===== config.mk =====
export PLATFORM = sky130hd
export DESIGN_NAME = fifo_rd_ctrl
export DESIGN_NICKNAME = d
export VERILOG_FILES = /design/src/rtl/fifo_pkg.sv /design/src/rtl/rd_skid_buf.sv /design/src/rtl/fifo_rd_ctrl.sv
export SDC_FILE = /design/constraint.sdc
export NUM_CORES = 1
export LEC_CHECK = 0
export ABC_AREA = 1
export BUFFER_PORTS_ARGS = -buffer_cell sky130_fd_sc_hd__clkbuf_2
export CAP_MARGIN = 20
export CORE_UTILIZATION = 45
export CTS_BUF_LIST = sky130_fd_sc_hd__clkbuf_4 sky130_fd_sc_hd__clkbuf_8 sky130_fd_sc_hd__clkbuf_16
export CTS_CLUSTER_SIZE = 10
export DETAILED_ROUTE_END_ITERATION = 7
export HOLD_SLACK_MARGIN = 0.03
export PLACE_DENSITY = 0.88
export REMOVE_ABC_BUFFERS = 1
export SYNTH_ARGS = -nofsm -noshare
export SYNTH_HDL_FRONTEND = slang
export SYNTH_SLANG_ARGS = --single-unit

===== constraint.sdc =====
create_clock -name rclk -period 1.5 [get_ports rclk]
set_input_delay 0.375 -clock rclk [delete_from_list [all_inputs] [get_ports rclk]]
set_output_delay 0.375 -clock rclk [all_outputs]
set_load 0.05 [all_outputs]

===== src/rtl/fifo_pkg.sv =====
// Shared types and default widths for the FIFO read-side controller.
package fifo_pkg;

  localparam int unsigned DSIZE_DEF = 8;
  localparam int unsigned CNTW_DEF  = 16;

  // Encoding equals buffer occupancy.
  typedef enum logic [1:0] {
    ST_EMPTY = 2'd0,
    ST_ONE   = 2'd1,
    ST_TWO   = 2'd2
  } state_e;

endpackage


===== src/rtl/rd_skid_buf.sv =====
// Two-entry output buffer between the FIFO head and the downstream handshake.
module rd_skid_buf
  import fifo_pkg::*;
#(
  parameter int unsigned DSIZE = DSIZE_DEF
) (
  input  logic             rclk,
  input  logic             rrst_n,
  input  logic             push,
  input  logic             pop,
  input  logic             flush,
  input  logic [DSIZE-1:0] din,
  output state_e           state,
  output logic             valid,
  output logic [DSIZE-1:0] dout
);

  state_e           state_q, state_d;
  logic [DSIZE-1:0] head_q, head_d;
  logic [DSIZE-1:0] tail_q, tail_d;

  always_comb begin
    state_d = state_q;
    head_d  = head_q;
    tail_d  = tail_q;
    if (flush) begin
      state_d = ST_EMPTY;
    end else begin
      case (state_q)
        ST_EMPTY: begin
          if (push) begin
            head_d  = din;
            state_d = ST_ONE;
          end
        end
        ST_ONE: begin
          if (push && pop) begin
            head_d = din;
          end else if (push) begin
            tail_d  = din;
            state_d = ST_TWO;
          end else if (pop) begin
            state_d = ST_EMPTY;
          end
        end
        ST_TWO: begin
          // Controller never pushes while full, so only a pop moves us.
          if (pop) begin
            head_d  = tail_q;
            state_d = ST_ONE;
          end
        end
        default: state_d = ST_EMPTY;
      endcase
    end
  end

  always_ff @(posedge rclk or negedge rrst_n) begin
    if (!rrst_n) begin
      state_q <= ST_EMPTY;
      head_q  <= '0;
      tail_q  <= '0;
    end else begin
      state_q <= state_d;
      head_q  <= head_d;
      tail_q  <= tail_d;
    end
  end

  assign state = state_q;
  assign valid = (state_q != ST_EMPTY);
  assign dout  = head_q;

endmodule


===== src/rtl/fifo_rd_ctrl.sv =====
// FIFO read-side controller: pop strobe, flush/drain and downstream buffering.
// Define FIFO_RD_CTRL_STATS_EN to enable the transfer/starvation counters.
module fifo_rd_ctrl
  import fifo_pkg::*;
#(
  parameter int unsigned DSIZE = DSIZE_DEF,
  parameter int unsigned CNTW  = CNTW_DEF
) (
  input  logic             rclk,
  input  logic             rrst_n,
  input  logic             rempty,
  input  logic [DSIZE-1:0] rdata,
  output logic             rinc,
  input  logic             rflush,
  output logic             rdrained,
  output logic             m_valid,
  input  logic             m_ready,
  output logic [DSIZE-1:0] m_data,
  output logic [CNTW-1:0]  xfer_cnt,
  output logic [CNTW-1:0]  starve_cnt
);

  state_e state;
  logic   xfer;
  logic   push;
  logic   rdrained_q;

  // Pop decision depends only on registered state, never on m_ready.
  assign rinc = rrst_n & ~rempty & (rflush | (state != ST_TWO));
  assign push = rinc & ~rflush;
  assign xfer = m_valid & m_ready;

  rd_skid_buf #(
    .DSIZE(DSIZE)
  ) u_buf (
    .rclk  (rclk),
    .rrst_n(rrst_n),
    .push  (push),
    .pop   (xfer),
    .flush (rflush),
    .din   (rdata),
    .state (state),
    .valid (m_valid),
    .dout  (m_data)
  );

  always_ff @(posedge rclk or negedge rrst_n) begin
    if (!rrst_n) begin
      rdrained_q <= 1'b0;
    end else begin
      rdrained_q <= rflush & rempty & (state == ST_EMPTY);
    end
  end

  assign rdrained = rdrained_q;

`ifdef FIFO_RD_CTRL_STATS_EN
  localparam logic [CNTW-1:0] CntOne = {{(CNTW-1){1'b0}}, 1'b1};

  logic            starve;
  logic [CNTW-1:0] xfer_cnt_q;
  logic [CNTW-1:0] starve_cnt_q;

  assign starve = m_ready & ~m_valid;

  always_ff @(posedge rclk or negedge rrst_n) begin
    if (!rrst_n) begin
      xfer_cnt_q   <= '0;
      starve_cnt_q <= '0;
    end else begin
      if (xfer && !rflush && (xfer_cnt_q != '1)) begin
        xfer_cnt_q <= xfer_cnt_q + CntOne;
      end
      if (starve && (starve_cnt_q != '1)) begin
        starve_cnt_q <= starve_cnt_q + CntOne;
      end
    end
  end

  assign xfer_cnt   = xfer_cnt_q;
  assign starve_cnt = starve_cnt_q;
`else
  assign xfer_cnt   = '0;
  assign starve_cnt = '0;
`endif

endmodule


==> run summary, run 1 <==
Final-report max-slew violation count: 0. The design internal power is 0.9693 mW, and the number of buffer cells added on primary ports is 23. The tree is rooted in a sky130_fd_sc_hd__clkbuf_4. After filler insertion, the fill cell instance count of the layout stands at 229. The post-route clock period utilization is 1.057.

The total setup violations reported at the end of the flow came out at 2. Area of combinational cells with multiple inputs: 501.7 sq um. For the worst flop-to-flop path, the logic depth is 6.

The floorplan step set the die width to 52.91 microns. For the register-to-register setup slack, the log shows 0.07 ns. The worst setup path is of the reg -> out kind. The number of nets with antenna violations after detailed routing was 0; the final period demand of the worst path was 1.586 ns. Final hold slack: 0.02757 ns.

Leaving out filler cells and counting taps, the final layout contains 205. The tools report the final RePlAce weighted congestion as 0.7822. The tools report the iteration-0 DRC count of the detailed router as 23. The number of sinks driven by the clock tree was 19.

The fraction of power spent switching nets was 0.4685. After detailed routing, the number of vias per cell comes to 4.302. Y dimension of the die: 52.91 microns. The standard cell core area came out at 2455 sq um.

The per-instance average area after synthesis is 8.329 sq um. The floorplan has 18 rows. For this design the total switching power over the nets is 0.8545 mW. The worst hold path belongs to the class in -> async. The post-layout worst setup margin is -0.08605 ns, and the number of detailed-routing iterations run before antenna repair is 4. In the final routed layout, each cell accounts on average for 9.961 microns. The starting density of the core came out at 0.4750.

The launching element type of the critical path is a flop. For this design, the slowest cell found on the critical path is sky130_fd_sc_hd__dfrtp_1. The first global-routing pass estimated 3436 microns of wire. Buffers inserted during clock tree synthesis total 3. Across the VDD grid, the largest voltage drop is 0.7072 mV. The startpoint identified for the worst register-to-register timing path is u_buf.state[1]$_DFFE_PN0P_.

Capture point of the worst reg-to-reg path: u_buf.dout[6]$_DFFE_PN0P_. The final reports fail on setup timing. Arrival time at the worst endpoint: 1.21 ns. The critical path goes through nor2_2 > nand2_1 > nand2_2 > inv_2 > buf_8. The sequential-to-total area share from yosys stat is 0.4077, and the final instance area is 1326 sq um. Summed over all layers, the routed wires come to 2042 microns. The tools report the worst setup path endpoint as rinc. STA classifies the critical path endpoint as an output port. Setup repair after global routing could not meet its margin everywhere. TritonCTS built the clock tree. Power spread over the standard cell area amounts to 1375 nW/um^2.

The largest stage delay on the critical path came out at 0.43 ns. For the placed wire-length estimate after detailed placement, the log shows 1362 microns. The critical-path maximum fanout is 3, and the largest net degree at the start of global routing is 20.

The static leakage was 0.7859 nW; the count of nets after finishing was 189. Global routing finished with a remaining overflow of 0. The tools report the upper clock frequency limit as 630.5 MHz. Before CTS, the worst setup slack after placement is 0.03871 ns.

Summing all placed instances gives a cell area of 1219 sq um. Data required time of the worst path: 1.12 ns. The max-cap check violation count is 0, and the clock-pin slew on the worst setup and hold paths is 0.11 ns.

Including well taps, the total number of placed cells is 195. Share of layout cells above drive strength 1: 0.3200. Between clock sinks in the finished design, the worst skew comes to 0.008449 ns. For this run, the number of Yosys warnings is 0.

The count of vias placed by the detailed router was 882; the synthesized cell area was 1166 sq um. For the area of the die, the log shows 2799 sq um. The total routing usage reported by global routing was 0.1698. The portion of total power attributed to the clock network is 0.140, and the part of the total power dissipated in combinational logic is 0.470. The post-synthesis to final-layout area growth was 13.73%; the number of library cell types mapped by synthesis was 20.

The flow ran to the end, but the final reports show violations. The tools report the via count of the first global-routing pass as 813. The most critical setup path has its startpoint at u_buf.state[0]$_DFFE_PN0P_.

0 antenna diodes ended up in the layout. In this run the deepest clock path goes through 2 buffers. In the final layout, flip-flops and latches occupy 475.5 sq um. The tools report the cell count after synthesis as 140. The logs give 1 for the CTS H-tree depth and 0 for the number of antenna violations at the first check in global routing.

In the routed design, unresolved DRC markers number 0. For the number of hold-slack violations in the final timing report, the log shows 0. Count of pins on the block boundary: 56. Synthesis inferred 19 register bits. The proportion of power drawn by flip-flops and latches was 0.391; the insertion delay of the later-clocked pin in the worst-skew pair was 0.29 ns.
==> critical path: cells and delay by family, from the launching register on <==
kind	cells	cell delay, ns
DFF	1	0.43
and+or+nand+nor	3	0.31
buffers and inverters	2	0.19
==> worst min-delay path by stage <==
stage                                  endpoint  slack, ns
floorplan                    rdrained$_DFF_PN0_       0.08
global placement             rdrained$_DFF_PN0_       0.36
detailed placement   u_buf.state[0]$_DFFE_PN0P_       0.37
CTS                 u_buf.tail_q[0]$_DFFE_PN0P_       0.04
global route         u_buf.state[0]$_DFFE_PN0P_       0.04
finish               u_buf.state[0]$_DFFE_PN0P_       0.03
==> area by class of cell <==
class	instances	share of cell area
multi-input combinational	104	0.3783
sequential	19	0.3585
timing repair buffer	35	0.1774
inverter	13	0.03679
tap	30	0.02830
clock buffer	3	0.01698
clock inverter	1	0.003774
==> state kept, by name, indices dropped and copies added (netlist names) <==
| signal | flops |
|---|---|
| u_buf.dout | 8 |
| u_buf.tail_q | 8 |
| u_buf.state | 2 |
| rdrained | 1 |
==> what timing repair did <==
action                                  4_1_cts  5_1_grt
buffers inserted                              5        1
endpoints found under the setup margin        2        8
pin swaps                                     2        1
resized for setup                             8        1
hold endpoints to repair                      0        0
hold buffers                                  0        0
==> power groups by stage <==
| stage | Combinational, mW | Clock, mW | Sequential (mW) |
|---|---|---|---|
| after floorplan | 0.407 | 0 | 0.953 |
| after global placement | 0.789 | 0 | 0.718 |
| after detailed placement | 0.801 | 0 | 0.724 |
| after CTS | 0.849 | 0.266 | 0.714 |
| after global routing | 0.921 | 0.286 | 0.733 |
| final | 0.856 | 0.255 | 0.712 |
==> layout by cell type (no fill, tap or decap), drive strengths merged, types with 3 or more instances in the layout <==
master	count
a21oi	11
buf	13
clkbuf	25
conb	32
dfrtp	19
inv	13
nand2	27
nand4	3
nor2	14
o21ai	14
==> cells in the mapped netlist, drive strengths merged <==
cell   instances  share of area
a21oi         11          0.057
inv           13          0.042
nand4          3          0.021
o21ai         14          0.086
conb           1         0.0032
nand2         27          0.095
nand3          2         0.0086
or2            1         0.0075
buf           35           0.22
dfrtp         19           0.41
nor2          14          0.047
==> logic make-up (layout without fill, tap and decap cells) <==
| logic type | after synthesis | in the layout | synth area share |
|---|---|---|---|
| other cells | 1 | 32 | 0.003216 |
| buf+inv | 48 | 52 | 0.2661 |
| simple gates | 47 | 47 | 0.1803 |
| flops | 19 | 19 | 0.4077 |
| compound gates | 25 | 25 | 0.1427 |
==> per-stage QoR <==
step	power (mW)	util	setup TNS (ns)
after global routing	1.940	0.5403	-0.3549
after floorplan	1.359	-	0
after CTS	1.829	0.5367	-0.1146
after global placement	1.507	0.4964	0
final	1.824	0.5403	-0.1459
after detailed placement	1.525	0.4964	0
==> layer usage <==
| layer | GRT usage | share of wire | vias to the layer above |
|---|---|---|---|
| li1 | - | - | 445 |
| met1 | 0.1978 | 0.40 | 402 |
| met2 | 0.2785 | 0.53 | 31 |
| met3 | 0.03448 | 0.053 | 4 |
| met4 | 0.1140 | 0.021 | 0 |
| met5 | 0 | 0 | - |
No activity file was read; power rests on OpenSTA's default activity.
==> inputs of run 2 (changes only) <==
--- a/config.mk
+++ b/config.mk
@@ -5,7 +5,7 @@
 export SDC_FILE = /design/constraint.sdc
 export NUM_CORES = 1
 export LEC_CHECK = 0
-export ABC_AREA = 1
+export ABC_CLOCK_PERIOD_IN_PS = 1500
 export BUFFER_PORTS_ARGS = -buffer_cell sky130_fd_sc_hd__clkbuf_2
 export CAP_MARGIN = 20
 export CORE_UTILIZATION = 45
@@ -15,6 +15,7 @@
 export HOLD_SLACK_MARGIN = 0.03
 export PLACE_DENSITY = 0.88
 export REMOVE_ABC_BUFFERS = 1
+export SLEW_MARGIN = 20
 export SYNTH_ARGS = -nofsm -noshare
 export SYNTH_HDL_FRONTEND = slang
 export SYNTH_SLANG_ARGS = --single-unit
==> run 2 against run 1 <==
The run still ends with setup timing left; combinational power decreased by 19%; synthesized cell count decreased by 25%; count of clock-buffer cells in the layout increased by 1; die area decreased by 0.62%; critical path depth unchanged; setup slack got worse by 0.036 ns; design area increased by 5.7%; worst hold slack improved by 0.0057 ns; first-iteration DRC count decreased by 83%; global-route usage increased by 0.47 points; non-clock buffer count increased by 2.
==> run summary, run 2 <==
The area of the die is 2782 sq um. In the synthesized netlist the dominant register cell turns out to be sky130_fd_sc_hd__dfrtp_1. Measured along the y axis, the die boundary spans 52.74 microns.

The number of hold-slack violations in the final timing report is 0, and the number of nets with antenna violations after detailed routing is 0. The tools report the via count of the first global-routing pass as 731. Power comes to 1.659 mW. After synthesis the netlist holds a flip-flop and latch count of 19.

The tools report the capture point of the worst reg-to-reg path as u_buf.dout[2]$_DFFE_PN0P_. The final core area utilization is 0.5708. The kind of cell with the highest combined delay along the critical path is simple AND/OR/NAND/NOR gates.

Total clock buffers created by CTS: 3. The largest net degree at the start of global routing came out at 17. Post-route clock period utilization: 1.081. The largest stage delay on the critical path was 0.55 ns. The commonest cells after synthesis are sky130_fd_sc_hd__buf_4, sky130_fd_sc_hd__dfrtp_1, sky130_fd_sc_hd__nor2_1. The data required time of the worst path was 1.74 ns.

The mapped netlist covers 1159 sq um. For the final routed database, the setup TNS stands at -1.542 ns. For the antenna diode count, the log shows 0. The wire length per cell after detailed routing is 12.17 microns, and the clock-pin slew on the worst setup and hold paths is 0.11 ns. In this run the deepest clock path goes through 2 buffers.

The clock drives 19 sinks. The synthesized netlist contains 21 unique library cells. The start-to-end type of the worst setup path was reg -> reg. The final period demand of the worst path came out at 1.622 ns. STA puts the critical path data arrival time at 1.86 ns. Launching element type of the critical path: a flop. Yosys attributes the largest share of cell area to sky130_fd_sc_hd__dfrtp_1, sky130_fd_sc_hd__buf_4, sky130_fd_sc_hd__mux2_4. The final RePlAce weighted congestion was 0.8246; the count of nets after finishing was 156.

The critical path buffer and inverter count is 1, and the CTS H-tree depth is 1. For the layout filler cell count, the log shows 208. Summed over all layers, the global routing overflow is 0. For the number of antenna violations at the first check in global routing, the log shows 0. Area of all sequential standard cells: 476.7 sq um. In this run the horizontal extent of the chip is 52.74 microns. The insertion delay of the later-clocked pin in the worst-skew pair came out at 0.30 ns. The area fraction of the dominant cell type after synthesis was 0.4104; the starting density of the core was 0.4720. The worst register-to-register path begins at u_buf.state[1]$_DFFE_PN0P_.

Across the routed clock network, the largest skew measured is 0.002408 ns. The register-to-register setup slack is -0.12 ns, and the number of enable-type register cells in the synthesized netlist is 0. The post-placement setup slack is -0.2143 ns. For this design the ratio of total power to cell area is 1184 nW/um^2. In the routed design, unresolved DRC markers number 0. The post-synthesis to final-layout area growth is 20.95%, and the via density per instance is 4.529. The first-pass GRT wire length is 3387 microns. The top cell types in the final layout, fill and taps aside, are sky130_fd_sc_hd__conb_1, sky130_fd_sc_hd__clkbuf_2, sky130_fd_sc_hd__dfrtp_1, sky130_fd_sc_hd__buf_4, sky130_fd_sc_hd__mux2i_1. Final hold slack: 0.03328 ns. Wires add up to 2094 microns.

TritonCTS built the clock tree. Summed over all instances, the cell type with the most area after synthesis is sky130_fd_sc_hd__dfrtp_1. The tools report the element type at the critical path end as a flop. Share of layout cells above drive strength 1: 0.4789.

The total setup violations reported at the end of the flow is 18. The area of combinational cells with multiple inputs came out at 595.6 sq um. For the standard cell core area, the log shows 2455 sq um. The signal on the critical path passes through or4b_4 > a31oi_4 > buf_6 > nor2_2 > a21oi_1. The checks that failed: setup timing. The run gives 0 as the final-report max-slew violation count. The tree is rooted in a sky130_fd_sc_hd__clkbuf_4. The placed wire-length estimate after detailed placement is 1426 microns. Measured in cells, the most critical reg-to-reg path has a length of 5.

The tools report the upper clock frequency limit as 616.5 MHz. Most common cell after layout, fill and taps aside: sky130_fd_sc_hd__conb_1. For this design the top-level I/O count stands at 56.

The post-layout worst setup margin was -0.1220 ns. Summed over all cells, the static leakage comes to 0.7710 nW. Yosys printed 0 warnings. For the total routing usage reported by global routing, the log shows 0.1745. Among all stages on the critical path, the largest delay is contributed by sky130_fd_sc_hd__or4b_4.

The cell with the most instances after synthesis is sky130_fd_sc_hd__buf_4. The per-instance average area after synthesis was 11.03 sq um. Along the worst path, the maximum fanout reaches 8. For the max-cap check violation count, the log shows 0. The worst setup path startpoint is u_buf.state[1]$_DFFE_PN0P_. The flow ran to the end, but the final reports show violations. The path class of the tightest hold or removal check is in -> async. Setup repair after global routing could not meet its margin everywhere. Buffers placed on the I/O ports in this run total 23.

The worst-case vdd ir drop came out at 0.8209 mV. The run gives 4 as the iteration-0 DRC count of the detailed router. Counting every instance in the synthesized netlist gives 105.

The first detailed-routing pass ran for 4 iterations. The async set or reset register ratio after synthesis works out to 1.000. The sequential-to-total area share from yosys stat was 0.4104.

The count of vias placed by the detailed router was 779. Number of standard-cell rows in the floorplan: 18.
-- run 2: cell types whose count changed in the layout (fill, tap and decap cells not counted), moves of 6 or more --
cell,change
sky130_fd_sc_hd__o21ai_2,-8
sky130_fd_sc_hd__a21oi_1,-8
sky130_fd_sc_hd__inv_1,-11
sky130_fd_sc_hd__nand2_1,-23
sky130_fd_sc_hd__mux2i_1,+9
sky130_fd_sc_hd__nor2_1,-9
sky130_fd_sc_hd__a21oi_2,+6
sky130_fd_sc_hd__mux2_4,+8
-- run 2: how the worst max path moves through the flow --
stage | to | slack, ns | depth (start not counted)
3_5_place_dp | u_buf.tail_q[6]$_DFFE_PN0P_ | -0.21 | 5
4_1_cts | u_buf.dout[6]$_DFFE_PN0P_ | -0.10 | 5
3_3_place_gp | u_buf.tail_q[3]$_DFFE_PN0P_ | -0.19 | 5
2_1_floorplan | rinc | -0.37 | 3
6_report | u_buf.dout[2]$_DFFE_PN0P_ | -0.12 | 5
5_1_grt | u_buf.dout[2]$_DFFE_PN0P_ | -0.18 | 5
-- run 2: through the flow --
step           std cells  cell area [sq um]
3_3_place_gp         165               1244
4_1_cts              170               1348
5_1_grt              172               1401
2_1_floorplan        101               1008
6_report             172               1401
3_5_place_dp         165               1244
-- run 2: power breakdown --
| group | switching (mW) | leakage (nW) | internal (mW) | total (mW) |
|---|---|---|---|---|
| Combinational | 0.495 | 0.521 | 0.200 | 0.695 |
| Sequential | 0.0715 | 0.231 | 0.607 | 0.679 |
| Clock | 0.163 | 0.0184 | 0.122 | 0.285 |
-- run 2: logic make-up after synthesis --
family,after synthesis,share of synthesized area
compound gates,11,0.07128
buf+inv,36,0.2333
flops,19,0.4104
mux,17,0.1814
other cells,1,0.003237
simple gates,21,0.1004
-- run 2: metal layers --
layer,vias to the layer above,share of wire,track usage
met5,-,0,0
met4,0,0.033,0.1184
met2,44,0.51,0.2869
met1,369,0.40,0.2122
li1,359,-,-
met3,7,0.056,0.01739
-- run 2: layout make-up --
cell class	count	share of cell area
flip-flops and latches	19	0.3402
clock buffers	4	0.02143
repair buffers	37	0.1839
multi-input cells	81	0.4250
well taps	30	0.02679
inverters	1	0.002679
-- run 2: repair_timing --
item	in CTS	in global routing
hold endpoints to repair	0	0
pin swaps	4	2
resized for setup	19	11
setup endpoints to repair	18	18
hold buffers	0	0
cloned	1	0
buffers inserted	0	2
